--- config.mk ---
export PLATFORM = sky130hd
export DESIGN_NAME = pwm_ramp_sched_flat
export DESIGN_NICKNAME = d
export VERILOG_FILES = /design/src/rtl/pwm_ramp_sched_if.sv /design/src/rtl/pwm_ramp_sched.sv /design/src/flat_wrapper.sv
export SDC_FILE = /design/constraint.sdc
export NUM_CORES = 1
export LEC_CHECK = 0
export BUFFER_PORTS_ARGS = -buffer_cell sky130_fd_sc_hd__buf_2
export CAP_MARGIN = 20
export CORE_MARGIN = 3
export CORE_UTILIZATION = 40
export DETAILED_ROUTE_END_ITERATION = 8
export HOLD_SLACK_MARGIN = 0.03
export PLACE_DENSITY = 0.72
export SLEW_MARGIN = 20
export SYNTH_ARGS = -nofsm -noshare
export SYNTH_HDL_FRONTEND = slang
export SYNTH_SLANG_ARGS = --single-unit
--- constraint.sdc ---
create_clock -name clk -period 3.8 [get_ports clk]
set_input_delay 0.76 -clock clk [delete_from_list [all_inputs] [get_ports clk]]
set_output_delay 0.76 -clock clk [all_outputs]
set_load 0.005 [all_outputs]
--- src/rtl/pwm_ramp_sched_if.sv ---
// Register write bus from the SPI register file into the ramp scheduler.
// One-clk strobe qualifies address and data.
interface pwm_ramp_sched_if;
  logic       wr_en;
  logic [3:0] wr_addr;
  logic [7:0] wr_data;

  modport master (
    output wr_en,
    output wr_addr,
    output wr_data
  );

  modport slave (
    input wr_en,
    input wr_addr,
    input wr_data
  );
endinterface

--- src/rtl/pwm_ramp_sched.sv ---
// Slew-rate scheduler: steps three PWM duties toward their targets per tick.
// Optional RAMP_CURRENTLIMIT_EN: overcurrent forces a decrement toward 0.
module pwm_ramp_sched #(
  parameter int PRESCALE = 256,
  parameter int STEP     = 4
) (
  input  logic              clk,
  input  logic              resetn,
  pwm_ramp_sched_if.slave   wr,
  input  logic              motorena,
  input  logic [2:0]        currentlimit,
  output logic [7:0]        duty0,
  output logic [7:0]        duty1,
  output logic [7:0]        duty2,
  output logic [2:0]        ramping
);

  typedef enum logic [1:0] {
    S_IDLE,
    S_CH0,
    S_CH1,
    S_CH2
  } state_t;

  localparam logic [15:0] LP_LAST = 16'(PRESCALE - 1);
  localparam logic [8:0]  LP_STEP = 9'(STEP);

  state_t      r_state;
  logic [15:0] r_presc;
  logic [7:0]  r_target [3];
  logic [7:0]  r_duty   [3];

  logic       w_tick;
  logic [2:0] w_we;
  logic [1:0] w_idx;
  logic [7:0] w_cur;
  logic [7:0] w_tgt;
  logic       w_lim;
  logic [8:0] w_up;
  logic [8:0] w_dn;
  logic [7:0] w_next;

  assign w_tick = (r_presc == LP_LAST);

  always_comb begin
    w_we = '0;
    if (wr.wr_en) begin
      unique case (wr.wr_addr)
        4'h0:    w_we[0] = 1'b1;
        4'h4:    w_we[1] = 1'b1;
        4'h8:    w_we[2] = 1'b1;
        default: w_we    = '0;
      endcase
    end
  end

  always_comb begin
    w_idx = 2'd0;
    unique case (r_state)
      S_CH1:   w_idx = 2'd1;
      S_CH2:   w_idx = 2'd2;
      default: w_idx = 2'd0;
    endcase
  end

  always_comb begin
    w_cur = r_duty[0];
    w_tgt = r_target[0];
    unique case (w_idx)
      2'd1: begin
        w_cur = r_duty[1];
        w_tgt = r_target[1];
      end
      2'd2: begin
        w_cur = r_duty[2];
        w_tgt = r_target[2];
      end
      default: begin
        w_cur = r_duty[0];
        w_tgt = r_target[0];
      end
    endcase
  end

`ifdef RAMP_CURRENTLIMIT_EN
  always_comb begin
    w_lim = 1'b0;
    unique case (w_idx)
      2'd1:    w_lim = currentlimit[1];
      2'd2:    w_lim = currentlimit[2];
      default: w_lim = currentlimit[0];
    endcase
  end
`else
  logic w_unused_cl;
  assign w_unused_cl = ^currentlimit;
  assign w_lim       = 1'b0;
`endif

  // 9-bit sums: bit 8 flags overflow past 0xFF or borrow below 0
  assign w_up = {1'b0, w_cur} + LP_STEP;
  assign w_dn = {1'b0, w_cur} - LP_STEP;

  always_comb begin
    w_next = w_cur;
    if (w_lim) begin
      w_next = w_dn[8] ? 8'h00 : w_dn[7:0];
    end else if (w_cur < w_tgt) begin
      w_next = (w_up > {1'b0, w_tgt}) ? w_tgt : w_up[7:0];
    end else if (w_cur > w_tgt) begin
      if (w_dn[8] || (w_dn[7:0] < w_tgt))
        w_next = w_tgt;
      else
        w_next = w_dn[7:0];
    end
  end

  always_ff @(posedge clk or negedge resetn) begin
    if (!resetn) begin
      r_presc <= '0;
    end else if (w_tick) begin
      r_presc <= '0;
    end else begin
      r_presc <= r_presc + 16'd1;
    end
  end

  always_ff @(posedge clk or negedge resetn) begin
    if (!resetn) begin
      for (int i = 0; i < 3; i++)
        r_target[i] <= '0;
    end else begin
      for (int i = 0; i < 3; i++)
        if (w_we[i])
          r_target[i] <= wr.wr_data;
    end
  end

  always_ff @(posedge clk or negedge resetn) begin
    if (!resetn) begin
      r_state <= S_IDLE;
      for (int i = 0; i < 3; i++)
        r_duty[i] <= '0;
    end else begin
      unique case (r_state)
        S_IDLE: if (w_tick) r_state <= S_CH0;
        S_CH0:  r_state <= S_CH1;
        S_CH1:  r_state <= S_CH2;
        S_CH2:  r_state <= S_IDLE;
      endcase
      if (r_state != S_IDLE) begin
        unique case (w_idx)
          2'd1:    r_duty[1] <= w_next;
          2'd2:    r_duty[2] <= w_next;
          default: r_duty[0] <= w_next;
        endcase
      end
      // disabled motor overrides any service in flight
      if (!motorena) begin
        for (int i = 0; i < 3; i++)
          r_duty[i] <= '0;
      end
    end
  end

  assign duty0 = r_duty[0];
  assign duty1 = r_duty[1];
  assign duty2 = r_duty[2];

`ifdef RAMP_CURRENTLIMIT_EN
  assign ramping[0] = (r_duty[0] != r_target[0]) | currentlimit[0];
  assign ramping[1] = (r_duty[1] != r_target[1]) | currentlimit[1];
  assign ramping[2] = (r_duty[2] != r_target[2]) | currentlimit[2];
`else
  assign ramping[0] = (r_duty[0] != r_target[0]);
  assign ramping[1] = (r_duty[1] != r_target[1]);
  assign ramping[2] = (r_duty[2] != r_target[2]);
`endif

endmodule
--- src/flat_wrapper.sv ---
// flat-port wrapper written by rule: the top's interface ports become plain ports
module pwm_ramp_sched_flat 
#(
  parameter int PRESCALE = 256,
  parameter int STEP     = 4
)
  (clk, resetn, motorena, currentlimit, duty0, duty1, duty2, ramping, wr_wr_en, wr_wr_addr, wr_wr_data);
  pwm_ramp_sched_if wr_i ();
  input  logic clk;
  input  logic resetn;
  input  logic motorena;
  input  logic [2:0] currentlimit;
  output logic [7:0] duty0;
  output logic [7:0] duty1;
  output logic [7:0] duty2;
  output logic [2:0] ramping;
  input wire logic [$bits(wr_i.wr_en)-1:0] wr_wr_en;
  input wire logic [$bits(wr_i.wr_addr)-1:0] wr_wr_addr;
  input wire logic [$bits(wr_i.wr_data)-1:0] wr_wr_data;
  assign wr_i.wr_en = wr_wr_en;
  assign wr_i.wr_addr = wr_wr_addr;
  assign wr_i.wr_data = wr_wr_data;
  pwm_ramp_sched #(.PRESCALE(PRESCALE), .STEP(STEP)) u_core (.clk(clk), .resetn(resetn), .wr(wr_i), .motorena(motorena), .currentlimit(currentlimit), .duty0(duty0), .duty1(duty1), .duty2(duty2), .ramping(ramping));
endmodule
# After elaboration in Yosys (flattened, before gate mapping)
# Index checks and enable logic that the tools add are counted.
# Widths: inputs -> output; s select.
# word_totals
register_bits	66
latchBits	0
ramBits	0
rom_bits	0
in_bits	19
output_inout_bits	27
wordCells	58
memories	0
# classes
n_addsub	3
mul	0
div_mod_pow	0
magnitude_cmp	4
eq_ne	16
n_shift	0
n_mux	19
bitwise	0
n_reduce_logical	8
# ops
cell	n
$mux 8	7
$mux 24	2
$pmux 8 s2	2
$ne 8x8->1	3
$add 16x1->16 const B	1
$eq 16x8->1 const B	1
$lt 8x8->1	2
$mux 16	1
$add 8x3->9 const B	1
$gt 9x8->1	1
$sub 8x3->9 const B	1
$gt 8x8->1	1
$ne 2x1->1 const B	4
$pmux 2 s4	1
$eq 2x2->1 const B	3
$reduce_and 2->1	3
$eq 2x1->1 const B	2
$eq 4x3->1 const B	1
$eq 4x4->1 const B	1
$logic_not 4->1	1
$pmux 2 s2	1
$mux 1	3
$mux 3	1
$logic_not 2->1	1
5 further kinds	5

# Depth between registers and ports, before layout
# Gate-level depths: netlist of run 1.
# depth
ltp_word	13
depth_mapped	18
ltp_nobuf	17

# Least setup slack after synthesis of run 1
# Ideal clock, no wire load.
# synth_path
kind	reg-to-reg
startpoint	register u_core.r_state[0]
endpoint	register u_core.r_duty (netlist bit u_core.duty1[0])
setup_ns	0.085
t_arrival_ns	3.850
required_ns	3.715
setup_slack_ns	-0.135
stages_incl_launch_ff	19
path_buffers	1
period_less_slack_ns	3.935
cell_sequence	dfrtp_1 -> inv_1 -> ha_1 -> buf_6 -> nor2_8 -> a221oi_4 -> inv_2 -> ha_1 -> nand3_1 -> xor2_1 -> ha_1 -> nand4_1 -> a21oi_1 -> o41ai_1 -> o31a_1 -> o211ai_1 -> a21boi_2 -> mux2_4 -> o22ai_1
# synth_via
elab_chain_len	13
word_cells_on_any_way	25
cone_classes	add/sub: 2; order compare: 4; eq/ne: 6; mux: 10; reduce/logical: 3
# synth_lines
element	line	text
start: declaration	pwm_ramp_sched.sv:28	state_t r_state;
start signal: assignment	pwm_ramp_sched.sv:141	r_state <= S_IDLE;
start signal: assignment	pwm_ramp_sched.sv:146	S_IDLE: if (w_tick) r_state <= S_CH0;
start signal: assignment	pwm_ramp_sched.sv:147	S_CH0: r_state <= S_CH1;
$eq 2x2->1	pwm_ramp_sched.sv:59	unique case (r_state)
$pmux 2 s2	pwm_ramp_sched.sv:59	
$eq 2x2->1 or $eq 2x1->1 (tied branches)	pwm_ramp_sched.sv:69, pwm_ramp_sched.sv:152	
$pmux 8 s2	pwm_ramp_sched.sv:69	unique case (w_idx)
$sub 8x3->9	pwm_ramp_sched.sv:102	assign w_dn = {1'b0, w_cur} - LP_STEP;
$lt 8x8->1	pwm_ramp_sched.sv:111	if (w_dn[8] || (w_dn[7:0] < w_tgt))
$logic_or 1x1->1	pwm_ramp_sched.sv:111	
$mux 8	pwm_ramp_sched.sv:111	
$mux 8	pwm_ramp_sched.sv:110	end else if (w_cur > w_tgt) begin
$mux 8	pwm_ramp_sched.sv:108	end else if (w_cur < w_tgt) begin
$mux 8	pwm_ramp_sched.sv:152	unique case (w_idx)
$mux 24	pwm_ramp_sched.sv:151	if (r_state != S_IDLE) begin
$mux 24	pwm_ramp_sched.sv:159	if (!motorena) begin
end: declaration	pwm_ramp_sched.sv:31	logic [7:0] r_duty [3];
# Parallel ways exist; a longest one is shown, timed or not. The select of a mux whose other input is x is not followed.
# A chain may end at the register's enable or synchronous reset.

# Final worst setup path of run 1
# layout_path
startpoint	register u_core.r_state[0]
endpoint	register u_core.r_duty (netlist bit u_core.duty1[4])
# Same word-level chain as after synthesis.

==> key figures, run 1 <==
Synth
  • Cells after Synth: 420
  • Syn avg cell area: 10.3 sq um
  • Top-count cell post-synth: dfrtp_1
  • Synthesized area: around 4300 sq um
  • Compound-gate portion of the synthesized area: between 10% and 20%
  • Synth Area in XOR/XNOR: roughly a tenth
  • Synthesis Warnings: 0
  • Synth Area in Adders: around 7%
  • Sequential area share after synthesis: 38.2%
  • Post-Syn Nets: approximately 460
  • Synth top cells by count: dfrtp_1, nand2_1, xor2_1, mux2_2, ha_1
  • Top_reg_cell synth: dfrtp_1
  • Seq cells post-synth: 66
  • Post-synthesis mux area share: 8.97%
  • Synth cell types: between 60 and 70
  • Synth async-reset ratio: 100%
  • Post-synth top area cell: dfrtp_1
  • Largest family of logic cells by synthesized area: compound AO/OA/AOI/OAI gates
  • Synth Area in Simple Gates: between 10 and 15%
  • Share of Yosys cell area claimed by the top area cell type: a little under two fifths
  • EDFF count, synth: 0
  • Area contributors post-synth: dfrtp_1, xor2_1, ha_1

Clocking
  • Sink Count: 66
  • CTS Root Cell: clkbuf_8
  • Worst-Skew Late Latency: around 0.35 ns
  • Reg clk slew, reported paths: 0.08 ns
  • TritonCTS buffer count: 9
  • CTS max path bufs: 2
  • H-Tree Depth: 3
  • CTS tree: yes
  • Cts hold-fix bufs: 0

Route
  • Initial DRC Count: ~290
  • Via count: 3663
  • Total wire length: between 10000 and 15000 um
  • Routed wire length per instance: between 15 and 20 um
  • Iteration count of the initial detailed-routing pass: 6
  • Residual DRC: 0
  • Antenna Nets Post-Route: 0
  • Via density per instance: around 5.6

Hold path
  • Hold Crit Class: in -> async

Floorplanning
  • Ports: 46
  • Initial core utilization: 41.5%
  • Floorplan die width: between 100 and 150 um
  • Core area: around 10000 sq um
  • Std cell rows: 37
  • Die area: 12100 sq um
  • Die Ht: between 100 and 150 um

Finish
  • Antenna Cells: 0
  • Layout Area Growth over Synthesis: 26.7%
  • Nets: 556
  • Share of layout cells above drive strength 1: 38.7%

Pwr
  • Worst ir drop on vdd: around 0.25 mV
  • Cell Pwr Density: between 300 and 400 nW/um^2
  • Pleak: ~2.6 nW
  • Final Power: 0.00204 W

STA
  • Slew margin rel.: between 20% and 30%
  • Period utilisation layout: 101%
  • RSZ-0062 raised after global routing: true
  • Setup ws final: -0.0459 ns
  • Hold Vio Cnt, Final: 0
  • Final setup fails: 8
  • Max Freq: around 0.26 GHz
  • Actual slew at the worst max-slew pin: about 1.1 ns
  • Final Max Tran Viols: 0
  • Setup Skew: 0.0165 ns
  • Crit path time final: slightly below 4 ns

Critical path
  • Crit-path max FO: 6
  • Worst Setup Start Kind: flop
  • Worst reg2reg endpoint: u_core.duty1[4]
  • Critical Path End Type: flop
  • Slack of the worst reg-to-reg path: -0.05 ns
  • Crit path kind: reg -> reg
  • CP arrival: a little over 4 ns
  • Req. time, crit path: between 3 and 4 ns
  • FF-to-FF Start: u_core.r_state[0]
  • Worst R2R Path Depth: 17

Run status
  • Outcome: finished, violations left
  • Failing checks: setup timing

Placed design
  • GP Congestion: between 0.9 and 1
  • Placement Setup Slack: -0.182 ns
  • Post-DP HPWL: 8520 um
  • PortBufs: 42

Global route
  • Largest net degree at the start of global routing: ~50
  • Overflow left after global routing: 0
  • Initial antenna violation count: 0
  • All-Layer GR Usage: 19.4%
  • Vias in the first global route: between 3000 and 4000
  • First-pass GRT wire length: 18300 um

Job
  • Max cap viols: 0
## registers in the layout, indices dropped and copies added, names as in the netlist
name and cells:
u_core.duty2 8, u_core.r_state 2, u_core.duty0 8, u_core.r_target 24, u_core.r_presc 16, u_core.duty1 8
## cell type report
| class | count | area, sq um |
|---|---|---|
| clock buffers | 9 | 124 |
| well taps | 136 | 170 |
| multi-input cells | 321 | 2690 |
| repair buffers | 101 | 663 |
| clock inverters | 7 | 118 |
| fillers | 925 | 4940 |
| flip-flops and latches | 66 | 1650 |
| inverters | 15 | 58.8 |
## cell usage in the layout (no fill, tap or decap), types with 3 or more instances in the layout
master and count:
a211oi_2 3, a21o_1 4, a21oi_1 18, a21oi_2 10, a22o_1 14, a22oi_1 3
and3_1 4, buf_2 41, buf_4 58, bufinv_16 3, clkbuf_8 9, dfrtp_1 65
ha_1 19, ha_4 3, inv_1 13, mux2_2 24, mux2_4 5, mux2i_1 4
nand2_1 34, nand2b_1 4, nand3_1 10, nand4_1 4, nor2_1 13, nor2b_1 3
nor4_1 9, o21ai_0 19, o21ai_2 4, o221ai_1 3, o22ai_1 7, xnor2_1 14
xor2_1 33
## critical path, stage by stage, from the launching register on
cell and delay [ns]:
dfrtp_1 0.42, inv_2 0.08, ha_4 0.20, buf_6 0.12, a22o_1 0.23, a21o_4 0.21, nor4_4 0.25, nand2_1 0.13
xnor2_2 0.18, ha_4 0.29, nand4_1 0.14, a211oi_2 0.30, nor3_4 0.09, a31oi_4 0.18, mux2_4 0.32, a22o_1 0.22
a21oi_2 0.22, a21oi_1 0.10
## worst max path at each step
stage	from	to	slack, ns
floorplan	u_core.r_state[0]	u_core.duty1[4]	0.0008
global placement	u_core.r_state[0]	u_core.duty1[1]	-0.05
detailed placement	u_core.r_state[0]	u_core.duty1[3]	-0.18
CTS	u_core.r_state[1]	u_core.duty1[0]	-0.02
global route	u_core.r_state[0]	u_core.duty1[3]	-0.19
finish	u_core.r_state[0]	u_core.duty1[4]	-0.05
## report_power, final
part / leakage [nW] / switching (W) / internal (W)
sequential: 0.865 / 0.0000693 / 0.000762
clock: 0.123 / 0.000281 / 0.000436
combinational: 1.59 / 0.000254 / 0.000240
## timing repair
item                                    4_1_cts  5_1_grt
buffers inserted                              1       14
endpoints found under the setup margin       20       24
resized for setup                             6       31
endpoints found under the hold margin         0        0
pin swaps                                     1       21
## per-stage QoR
| step | TNS [ns] | util [%] | hold WS, ns | cell area (sq um) | instances |
|---|---|---|---|---|---|
| 2_1_floorplan | 0 | - | 0.438 | 4340 | 420 |
| 3_3_place_gp | -0.176 | 47.4 | 0.453 | 4930 | 624 |
| 3_5_place_dp | -1.93 | 47.4 | 0.477 | 4930 | 624 |
| 4_1_cts | -0.0673 | 50.0 | 0.491 | 5210 | 641 |
| 5_1_grt | -2.78 | 52.6 | 0.462 | 5480 | 655 |
| 6_report | -0.177 | 52.6 | 0.435 | 5480 | 655 |
## kinds of logic (layout without fill, tap and decap cells)
kind of cell | count (synthesis) | in the layout
compound gates | 109 | 109
simple gates | 103 | 103
flops | 66 | 66
xor+xnor | 50 | 50
mux | 34 | 34
buf+inv | 33 | 132
fa+ha+maj | 25 | 25
## layer usage
| metal | part of all wire (%) | vias up | global-route usage, % | routed length [um] |
|---|---|---|---|---|
| li1 | - | 1716 | - | - |
| met1 | 42 | 1816 | 24.2 | 4840 |
| met2 | 51 | 107 | 33.2 | 5970 |
| met3 | 4.8 | 24 | 3.76 | 558 |
| met4 | 2.0 | 0 | 7.03 | 235 |
| met5 | 0 | - | 0 | 0 |
Power figures use the tool's default switching activity.
==> run 2, diff against run 1 <==
--- a/config.mk
+++ b/config.mk
@@ -12,6 +12,7 @@
 export DETAILED_ROUTE_END_ITERATION = 8
 export HOLD_SLACK_MARGIN = 0.03
 export PLACE_DENSITY = 0.72
+export SETUP_SLACK_MARGIN = 0.3
 export SLEW_MARGIN = 20
 export SYNTH_ARGS = -nofsm -noshare
 export SYNTH_HDL_FRONTEND = slang
==> run 2 against run 1 <==
Effect of this change:
- fmax down 0.36%
- final area up 3.3%
- sequential share of layout area down 0.98 points
- worst hold slack better by 0.053 ns
- critical path depth unchanged
- largest power group unchanged
- utilization up 1.7 points
- the flow still finishes with violations (setup timing)
- power up 6.0%
- global-route usage up 0.94 points
- via count up 0.27%
==> key figures, run 2 (same netlist as run 1, synthesis figures left out) <==
Route
  • Antenna Nets Post-Route: 0
  • Residual DRC: 0
  • Initial DRC Count: ~190
  • Iteration count of the initial detailed-routing pass: 5
  • Via count: around 3700
  • Total wire length: 11700 um
  • Routed wire length per instance: about 18 um
  • Via density per instance: roughly 5.6

Pwr
  • Final Power: around 0.0022 W
  • Pleak: approximately 2.7 nW
  • Cell Pwr Density: 383 nW/um^2
  • Worst ir drop on vdd: roughly 0.29 mV

STA
  • Final Max Tran Viols: 0
  • Crit path time final: between 3 and 4 ns
  • Hold Vio Cnt, Final: 0
  • Actual slew at the worst max-slew pin: 0.790 ns
  • Max Freq: 0.259 GHz
  • Slew margin rel.: 47.3%
  • Setup Skew: between 0.01 and 0.015 ns
  • Setup ws final: -0.0597 ns
  • RSZ-0062 raised after global routing: true
  • Final setup fails: 9
  • Period utilisation layout: 102%

Clocking
  • TritonCTS buffer count: 9
  • Reg clk slew, reported paths: about 0.08 ns
  • H-Tree Depth: 3
  • CTS Root Cell: clkbuf_8
  • Sink Count: 66
  • CTS tree: yes
  • CTS max path bufs: 2
  • Cts hold-fix bufs: 0
  • Worst-Skew Late Latency: approximately 0.35 ns

Placed design
  • Placed Area: 4970 sq um
  • Placement Setup Slack: -0.180 ns
  • GP Congestion: around 0.9
  • Post-DP HPWL: about 8500 um
  • PortBufs: 42

Finish
  • Nets: between 500 and 600
  • Antenna Cells: 0
  • Multi-input gate area: 2760 sq um
  • Register area: approximately 1700 sq um
  • Commonest non-fill, non-tap cells in the layout: dfrtp_1, buf_4, buf_2
  • Final Cell Area: approximately 5700 sq um
  • Commonest non-fill, non-tap cell in the layout: dfrtp_1
  • Layout Area Growth over Synthesis: 30.8%
  • Largest register FFs: 24
  • Top flop regs: u_core.r_target (24), u_core.r_presc (16)
  • Largest reg by FF count: u_core.r_target
  • Share of layout cells above drive strength 1: about 41%
  • Fill cells: between 900 and 1000

Critical path
  • Slack of the worst reg-to-reg path: -0.06 ns
  • FF-to-FF Start: u_core.r_state[1]
  • CP arrival: 4.10 ns
  • Crit path buffers/inverters: 2
  • Crit path kind: reg -> reg
  • Worst Setup Start Kind: flop
  • Critical Path Sink: u_core.duty0[4]
  • Worst R2R Path Depth: 17
  • Family with the most delay on the worst path: compound AO/OA/AOI/OAI gates
  • Critical path depth: 17
  • Max incr delay on CP: 0.40 ns
  • Crit-path max FO: 6
  • Critical Path End Type: flop
  • Critical path origin: u_core.r_state[1]
  • CP cell instances: buf_6, ha_4, buf_6, a22o_1, a21o_4, nor4_4, nand2_1, xnor2_1, ha_1, nand4_1, a211oi_2, nor3_4, a31oi_4, mux2_4, a22o_1, a21oi_4, a21oi_1
  • Worst reg2reg endpoint: u_core.duty0[4]
  • Crit-path slowest cell: dfrtp_1
  • Req. time, crit path: about 4.0 ns

Job
  • Max cap viols: 0

Global route
  • All-Layer GR Usage: 20.3%
  • First-pass GRT wire length: 18900 um
  • Overflow left after global routing: 0
  • Largest net degree at the start of global routing: 38
  • Initial antenna violation count: 0
  • Vias in the first global route: between 3000 and 4000

Run status
  • Outcome: finished, violations left
  • Failing checks: setup timing

Hold path
  • Hold Crit Class: in -> async

Floorplanning
  • Ports: 46
  • Die area: 12100 sq um
  • Floorplan die width: 110 um
  • Std cell rows: 37
  • Initial core utilization: between 40% and 50%
  • Die Ht: roughly 110 um
  • Core area: between 10000 and 15000 sq um
[run 2: changes by cell type in the layout (fill, tap and decap cells not counted), sizes merged]
cell	change
clkbuf	+1
buf	+5
clkinv	-2
bufinv	+1
[run 2: timing repair]
item,4_1_cts,5_1_grt
buffers inserted,14,6
setup endpoints to repair,24,24
resized for setup,23,32
pin swaps,19,15
[run 2: area by class of cell]
cell class                 count  area share (%)
tap                          136            3.01
clock inverter                 6            2.43
clock buffer                  10            2.43
multi-input combinational    321            48.7
timing repair buffer         106            13.2
sequential                    66            29.2
inverter                      15            1.04
[run 2: power by group]
group | internal, W | switching, W | leakage, nW
Sequential | 0.000762 | 0.0000690 | 0.867
Combinational | 0.000259 | 0.000268 | 1.66
Clock | 0.000522 | 0.000284 | 0.137
Total | 0.00154 | 0.000621 | 2.67
[run 2: per-layer routing]
| layer | track usage, % | vias up | routed length, um |
|---|---|---|---|
| li1 | - | 1728 | - |
| met1 | 24.3 | 1827 | 4870 |
| met3 | 4.29 | 29 | 490 |
| met4 | 9.08 | 0 | 369 |
| met5 | 0 | - | 0 |
| met2 | 35.0 | 89 | 6000 |
[run 2: how the worst min path moves through the flow]
stage,end,slack (ns)
3_5_place_dp,u_core.r_presc[6],0.47
5_1_grt,u_core.r_presc[15],0.51
3_3_place_gp,u_core.r_presc[6],0.45
6_report,u_core.r_target[13],0.49
4_1_cts,u_core.r_presc[6],0.49
2_1_floorplan,u_core.r_presc[6],0.44
[run 2: through the flow]
step	hold WS (ns)	TNS, ns	cells	util, %
global route	0.508	-3.32	660	54.3
global placement	0.451	-0.559	624	47.7
detailed placement	0.474	-1.17	624	47.7
floorplan	0.438	0	420	-
finish	0.488	-0.225	660	54.3
CTS	0.487	0	654	52.3
